### src/rtl/bus_dma.sv
// Byte-copy DMA engine that borrows the system bus while the CPU is halted.
// Each byte is moved in three bus cycles: address, read latency, then write.
module bus_dma (
    input  logic        clk_i,
    input  logic        rst_n_i,
    input  logic        reg_cs,
    input  logic [2:0]  reg_addr,
    input  logic        reg_we,
    input  logic [7:0]  reg_wdata,
    output logic [7:0]  reg_rdata,
    output logic        bus_req,
    input  logic        bus_gnt,
    output logic [15:0] addr_o,
    output logic        R_W_n,
    output logic [7:0]  data_o,
    input  logic [7:0]  data_i,
    output logic        busy,
    output logic        irq
);

    typedef enum logic [2:0] {
        S_IDLE,
        S_REQ,
        S_RD,
        S_LAT,
        S_WR
    } state_t;

    state_t      state_q;
    state_t      state_d;
    logic [15:0] src_q;
    logic [15:0] dst_q;
    logic [15:0] len_q;
    logic [15:0] len_dec;
    logic [7:0]  latch_q;
    logic        irq_en_q;
    logic        src_fix_q;
    logic        dst_fix_q;
    logic        done_q;
    logic        reg_wr;
    logic        cfg_wr;
    logic        start;
    logic        len_zero;
    logic        done_set;
    logic        done_clr;

    assign busy     = (state_q != S_IDLE);
    assign irq      = done_q & irq_en_q;
    assign len_zero = (len_q == 16'h0000);
    assign len_dec  = len_q - 16'h0001;
    assign reg_wr   = reg_cs & reg_we;
    // Configuration is frozen while a transfer owns the working registers.
    assign cfg_wr   = reg_wr & ~busy;
    assign start    = cfg_wr & (reg_addr == 3'd6) & reg_wdata[0];

    assign done_set = (start & len_zero)
                    | ((state_q == S_WR) & (len_dec == 16'h0000));
    assign done_clr = (reg_wr & (reg_addr == 3'd7) & reg_wdata[1])
                    | (start & ~len_zero);

    always_ff @(posedge clk_i) begin
        if (!rst_n_i) begin
            state_q <= S_IDLE;
        end else begin
            state_q <= state_d;
        end
    end

    always_comb begin
        state_d = state_q;
        bus_req = 1'b1;
        addr_o  = 16'h0000;
        R_W_n   = 1'b1;
        data_o  = 8'h00;
        unique case (state_q)
            S_IDLE: begin
                bus_req = 1'b0;
                if (start && !len_zero) state_d = S_REQ;
            end
            S_REQ: begin
                if (bus_gnt) state_d = S_RD;
            end
            S_RD: begin
                addr_o  = src_q;
                state_d = bus_gnt ? S_LAT : S_REQ;
            end
            S_LAT: begin
                addr_o  = src_q;
                state_d = bus_gnt ? S_WR : S_REQ;
            end
            S_WR: begin
                addr_o  = dst_q;
                R_W_n   = 1'b0;
                data_o  = latch_q;
                state_d = (len_dec == 16'h0000) ? S_IDLE : S_RD;
            end
            default: begin
                bus_req = 1'b0;
                state_d = S_IDLE;
            end
        endcase
    end

    always_ff @(posedge clk_i) begin
        if (!rst_n_i) begin
            src_q     <= 16'h0000;
            dst_q     <= 16'h0000;
            len_q     <= 16'h0000;
            latch_q   <= 8'h00;
            irq_en_q  <= 1'b0;
            src_fix_q <= 1'b0;
            dst_fix_q <= 1'b0;
            done_q    <= 1'b0;
        end else begin
            if (cfg_wr) begin
                case (reg_addr)
                    3'd0: src_q[7:0]  <= reg_wdata;
                    3'd1: src_q[15:8] <= reg_wdata;
                    3'd2: dst_q[7:0]  <= reg_wdata;
                    3'd3: dst_q[15:8] <= reg_wdata;
                    3'd4: len_q[7:0]  <= reg_wdata;
                    3'd5: len_q[15:8] <= reg_wdata;
                    3'd6: {dst_fix_q, src_fix_q, irq_en_q} <= reg_wdata[3:1];
                    default: ;
                endcase
            end
            if ((state_q == S_LAT) && bus_gnt) latch_q <= data_i;
            if (state_q == S_WR) begin
                len_q <= len_dec;
                if (!src_fix_q) src_q <= src_q + 16'h0001;
                if (!dst_fix_q) dst_q <= dst_q + 16'h0001;
            end
            // Completion beats a simultaneous software clear.
            if (done_set) done_q <= 1'b1;
            else if (done_clr) done_q <= 1'b0;
        end
    end

    always_comb begin
        reg_rdata = 8'h00;
        case (reg_addr)
            3'd0: reg_rdata = src_q[7:0];
            3'd1: reg_rdata = src_q[15:8];
            3'd2: reg_rdata = dst_q[7:0];
            3'd3: reg_rdata = dst_q[15:8];
            3'd4: reg_rdata = len_q[7:0];
            3'd5: reg_rdata = len_q[15:8];
            3'd6: reg_rdata = {4'b0000, dst_fix_q, src_fix_q, irq_en_q, 1'b0};
            3'd7: reg_rdata = {6'b000000, done_q, busy};
            default: reg_rdata = 8'h00;
        endcase
    end

endmodule

### config.mk
export PLATFORM = sky130hd
export DESIGN_NAME = bus_dma
export DESIGN_NICKNAME = d
export VERILOG_FILES = /design/src/rtl/bus_dma.sv
export SDC_FILE = /design/constraint.sdc
export NUM_CORES = 1
export LEC_CHECK = 0
export BUFFER_PORTS_ARGS = -buffer_cell sky130_fd_sc_hd__buf_2
export CORE_UTILIZATION = 63
export DETAILED_ROUTE_END_ITERATION = 8
export PLACE_DENSITY = 0.95
export SYNTH_ARGS = -nofsm -noshare
export SYNTH_HDL_FRONTEND = slang
export SYNTH_SLANG_ARGS = --single-unit
### constraint.sdc
create_clock -name clk_i -period 7.2 [get_ports clk_i]
set_input_delay 1.44 -clock clk_i [delete_from_list [all_inputs] [get_ports clk_i]]
set_output_delay 1.44 -clock clk_i [all_outputs]
set_load 0.05 [all_outputs]
---- After elaboration in Yosys (flattened, before gate mapping) ----
Cells that the tools add are included.
word-level totals
  flip-flop bits (word level) ............. 63
  bits of input ports ..................... 24
  output and inout port bits .............. 36
  word-level logic and storage cells ...... 85
cells by class
  add/subtract/negate cells ............... 3
  eq/ne operators ......................... 13
  multiplexer cells ....................... 27
  bitwise gates (word level) .............. 14
  reduce and logical (&&, ||, !) cells .... 18
operators with widths
  kind                                                number
  2-to-1 mux 16 bit                                   8
  case mux 8 bit (8 select lines)                     1
  2-to-1 mux 8 bit                                    7
  adder 16 x 1 -> 16 bit, second input constant       2
  zero test 16 bit                                    2
  case mux 16 bit (2 select lines)                    1
  subtractor 16 x 1 -> 16 bit, second input constant  1
  == test 3 bit, second input constant                5
  case mux 3 bit (5 select lines)                     1
  == test 3 x 2 -> 1 bit, second input constant       4
  AND 1 bit                                           10
  2-to-1 mux 3 bit                                    3
  AND reduction 2 bit                                 4
  nonzero test 2 bit                                  4
  == test 3 x 1 -> 1 bit, second input constant       2
  zero test 3 bit                                     2
  2-to-1 mux 1 bit                                    4
  2-to-1 mux 2 bit                                    2
  != test 2 bit, second input constant                2
  OR reduction 4 bit                                  1
  nonzero test 3 bit                                  1
  logical AND 1 bit                                   2
  inverter 1 bit                                      2
  OR 1 bit                                            2
  other kinds (2)                                     2

---- Logic depth before layout (Yosys ltp) ----
  word-level depth ........................ 9
  mapped depth ............................ 9
  mapped depth without buffers ............ 8

---- Least setup slack after synthesis ----
Ideal clock, no wire load.
  path kind ............................... input to output
  start point ............................. in reg_addr[1]
  end point ............................... out reg_rdata[1]
  data arrival time ....................... 3.556 ns
  data required time ...................... 5.760 ns
  slack ................................... 2.204 ns
  stages .................................. 6
  buffers on the path ..................... 2
  cells stage by stage .................... clkbuf_1 buf_1 nand3_1 a31oi_1 o22ai_1 o21ai_0
on the way
  word-level cells in the longest chain between the ends .. 2
  elaborated cells on any way between the ends .. 9
  those cells by class .................... 7 x eq/ne; 1 x mux; 1 x reduce/logical
ends and longest elaborated chain
  element                                      line  source
  start: declaration                           7     input logic [2:0] reg_addr,
  == test 3 bit, or another cell as far along  141   case (reg_addr)
  case mux 8 bit (8 select lines) (*)          141
  end: declaration                             10    output logic [7:0] reg_rdata,
Every way passes the cells marked *; elsewhere a longest branch is shown, timed or not.

---- Worst setup path in the final report ----
  start point ............................. in reg_addr[0]
  end point ............................... out reg_rdata[1]
Same word-level chain as after synthesis.

==> metrics <==
Worst Reg-to-Reg Cells 8; PD cells 158 nW/um^2; failing checks DRC; MaxCap Viol Count 0; RSZ-0062 raised after global routing no; post-synthesis compound-gate area fraction 26.1%; GR Util met3 8.65%; crit-path cells buf_2 -> inv_1 -> nor2_1 -> a221oi_1 -> a31oi_1 -> o22ai_1 -> o21ai_0 -> buf_2; CP delay by family, top buffers and inverters; Vias 4,922; ant diodes 0; DP HPWL 9730 um; dpl cells 687; CTS tree yes; WP data arrival 3250 ps; area occupied by registers 1260 um^2; gpl congestion 0.985; DR DRC count 3; Crit Path Class in2out; CTS buffer count 9; Clk pwr share 39.0%; gr usage total 39.7%; Final setup viols 0; Initial Util between 60% and 70%; Post-CTS Setup Inserts 0; Hold Crit Depth 2; pin count of the biggest net entering global routing 45; post-synthesis simple-gate area fraction 32.1%; met2 Resource Use GR 61.8%; Final #Nets around 650; sequential power share 48.9%; measured slew at the worst slew-check pin 1250 ps; Syn Nets between 600 and 700; sequential area share after synthesis 29.5%; combinational share of power between 10% and 20%; stages on the worst setup path 8; Worst Hold Class reg2reg; Final min period around 4700 ps; Power, Total around 740 uW; DRC marker count from the first detailed-route iteration 506; P_sw 222 uW; WHS roughly 460 ps; Final TNS setup 0 ps; Yosys warnings 0; Synth Area per Inst ~7.2 um^2; CP Launch Type input pin; r2r setup slk 4360 ps; die area 7120 um^2; CP endpoint kind output port; Synth area leader dfxtp_1; commonest cells in the netlist nand2_1 (72), a21oi_1 (67), dfxtp_1 (63), nor2_1 (61), o21ai_0 (46); Max Slew Vio Count 0; Synth-to-Final Area Change 8.77%; XOR/XNOR Fraction of Synth Area 1.23%; wire per inst 20.0 um; number of flops mapped to enable cells by yosys 0; DR vias/cell 7.00; required time of the critical path 5760 ps; top_reg_cell synth dfxtp_1; period utilization 65.1%; largest cells by area after synthesis dfxtp_1 (29%), a21oi_1 (7.8%), nand2_1 (6.3%), o21ai_0 (5.4%), nor2_1 (5.4%); met1 Use GR approximately half; global-route wire length before repair 22,100 um; Routed WL 14,000 um; grt peak-use layer met2; outcome finished, violations left; CP max-delay cell buf_2; DRT Pass-1 Iters 9; Top cell by count, worst path buf_2; Core Region 6460 um^2; layout cell share with drive strength beyond 1 15.8%; Routed Antenna Nets 0; post-synthesis register bit count 63; vias in the first global route 4,380; CTS Sinks 63; I/O Pins 60; Final Hold Fails 0; largest family of logic cells by synthesized area simple AND/OR/NAND/NOR gates; CTS Hold Buffers Added 0; mux share of post-synthesis cell area 3.13%; initial antenna violation count 0; final core utilization 72.0%; switching fraction of total power between 30 and 40%; Vert. Die Dim 84.4 um; Port-buffer cells between 50 and 60; Gates resized, CTS repair 0; Post-Layout Cell Count 703; Max-slew headroom between 10% and 20%; Gate Count Post-Synth 591; Max Clock Freq approximately 210 MHz; FP Rows 29; GRT overflow 0; Critical Path Fanout Max 26; final clock skew 8.38 ps; clk buf depth 2; Internal Pwr Total 514 uW; Mapped Area between 4000 and 5000 um^2; Clock Latency Late Sink 350 ps; count leader, synth nand2_1; Yosys top cell area share just under 30%; H-tree Lvls 3; sum of buffers and inverters on the critical path 3; adder-cell share of the synthesized area around 1.2%; clk slew on worst S/H paths 80 ps; Max VDD drop between 0.1 and 0.15 mV; final-layout fill cell count 560; leakage dissipation between 0.0015 and 0.002 uW; clock root cell clkbuf_8; async set-reset flop share out of synthesis 0%; die span in x 84.4 um; library cells used by synthesis 65; Worst path max stage delay 370 ps; footprint of the multi-input gates 2730 um^2
-- power by group through the flow --
stage | clock, uW | sequential (uW) | combinational, uW
CTS | 287 | 360 | 86.1
global placement | 0 | 368 | 84.0
detailed placement | 0 | 368 | 85.7
floorplan | 0 | 364 | 60.9
finish | 287 | 360 | 88.8
global route | 306 | 361 | 94.2
-- final timing paths --
path,start,to
worst max register to register,len_q[0],done_q
worst min register to register,latch_q[1],latch_q[1]
worst max-delay path,reg_addr[0],reg_rdata[1]
worst min-delay path,latch_q[1],latch_q[1]
-- cells by family after synthesis --
| kind of cell | after synthesis |
|---|---|
| AOI/OAI and AO/OA | 181 |
| xor gates and xnor gates | 6 |
| adders and majority gates | 4 |
| buffers and inverters | 60 |
| DFF | 63 |
| muxes | 12 |
| and+or+nand+nor | 265 |
-- through the flow --
| stage | setup slack (ps) | cell area [um^2] |
|---|---|---|
| 2_1_floorplan | 2200 | 4280 |
| 3_3_place_gp | 2650 | 4470 |
| 3_5_place_dp | 2600 | 4470 |
| 4_1_cts | 2610 | 4650 |
| 5_1_grt | 2310 | 4650 |
| 6_report | 2510 | 4650 |
-- layout make-up --
type	instances	area share, %
multi-input combinational	468	58.7
clock inverter	6	0.968
timing repair buffer	62	6.83
sequential	63	27.1
clock buffer	10	2.96
inverter	17	1.37
tap	77	2.07
-- worst register-to-register path, stage by stage (launching register included) --
cell and delay (ps):
dfxtp_1 360, inv_1 140, ha_1 250, or3b_4 410
or3_1 470, nor4_4 210, xor2_1 150, nor4_1 590
a22o_1 210
-- flip-flops by register name, indices dropped and copies added, names as in the netlist, 3 cells and up --
register / count
dst_q: 16
latch_q: 8
len_q: 16
src_q: 16
state_q: 3
-- layer usage --
metal,up-vias,routed length [um]
met4,0,737
met1,2246,5270
li1,2219,-
met5,-,0
met3,75,1810
met2,382,6230
-- placed cells by master, fill, tap and decap left out, drive strengths merged, types with 4 or more instances in the layout --
cell type and count:
a311oi 4, nor3 25, o21ai 46, a221oi 8
nand3 25, a31oi 6, nor4 10, nor2 62
dfxtp 63, nor3b 5, buf 62, a32oi 5
clkbuf 10, xor2 5, inv 18, and2 15
mux2i 10, ha 4, nor2b 6, nand2 72
a22o 12, nand4 10, and3 11, or2 6
a211oi 9, a22oi 4, a21oi 67, o22ai 5
Note: power is estimated with default switching activity, not from simulation.
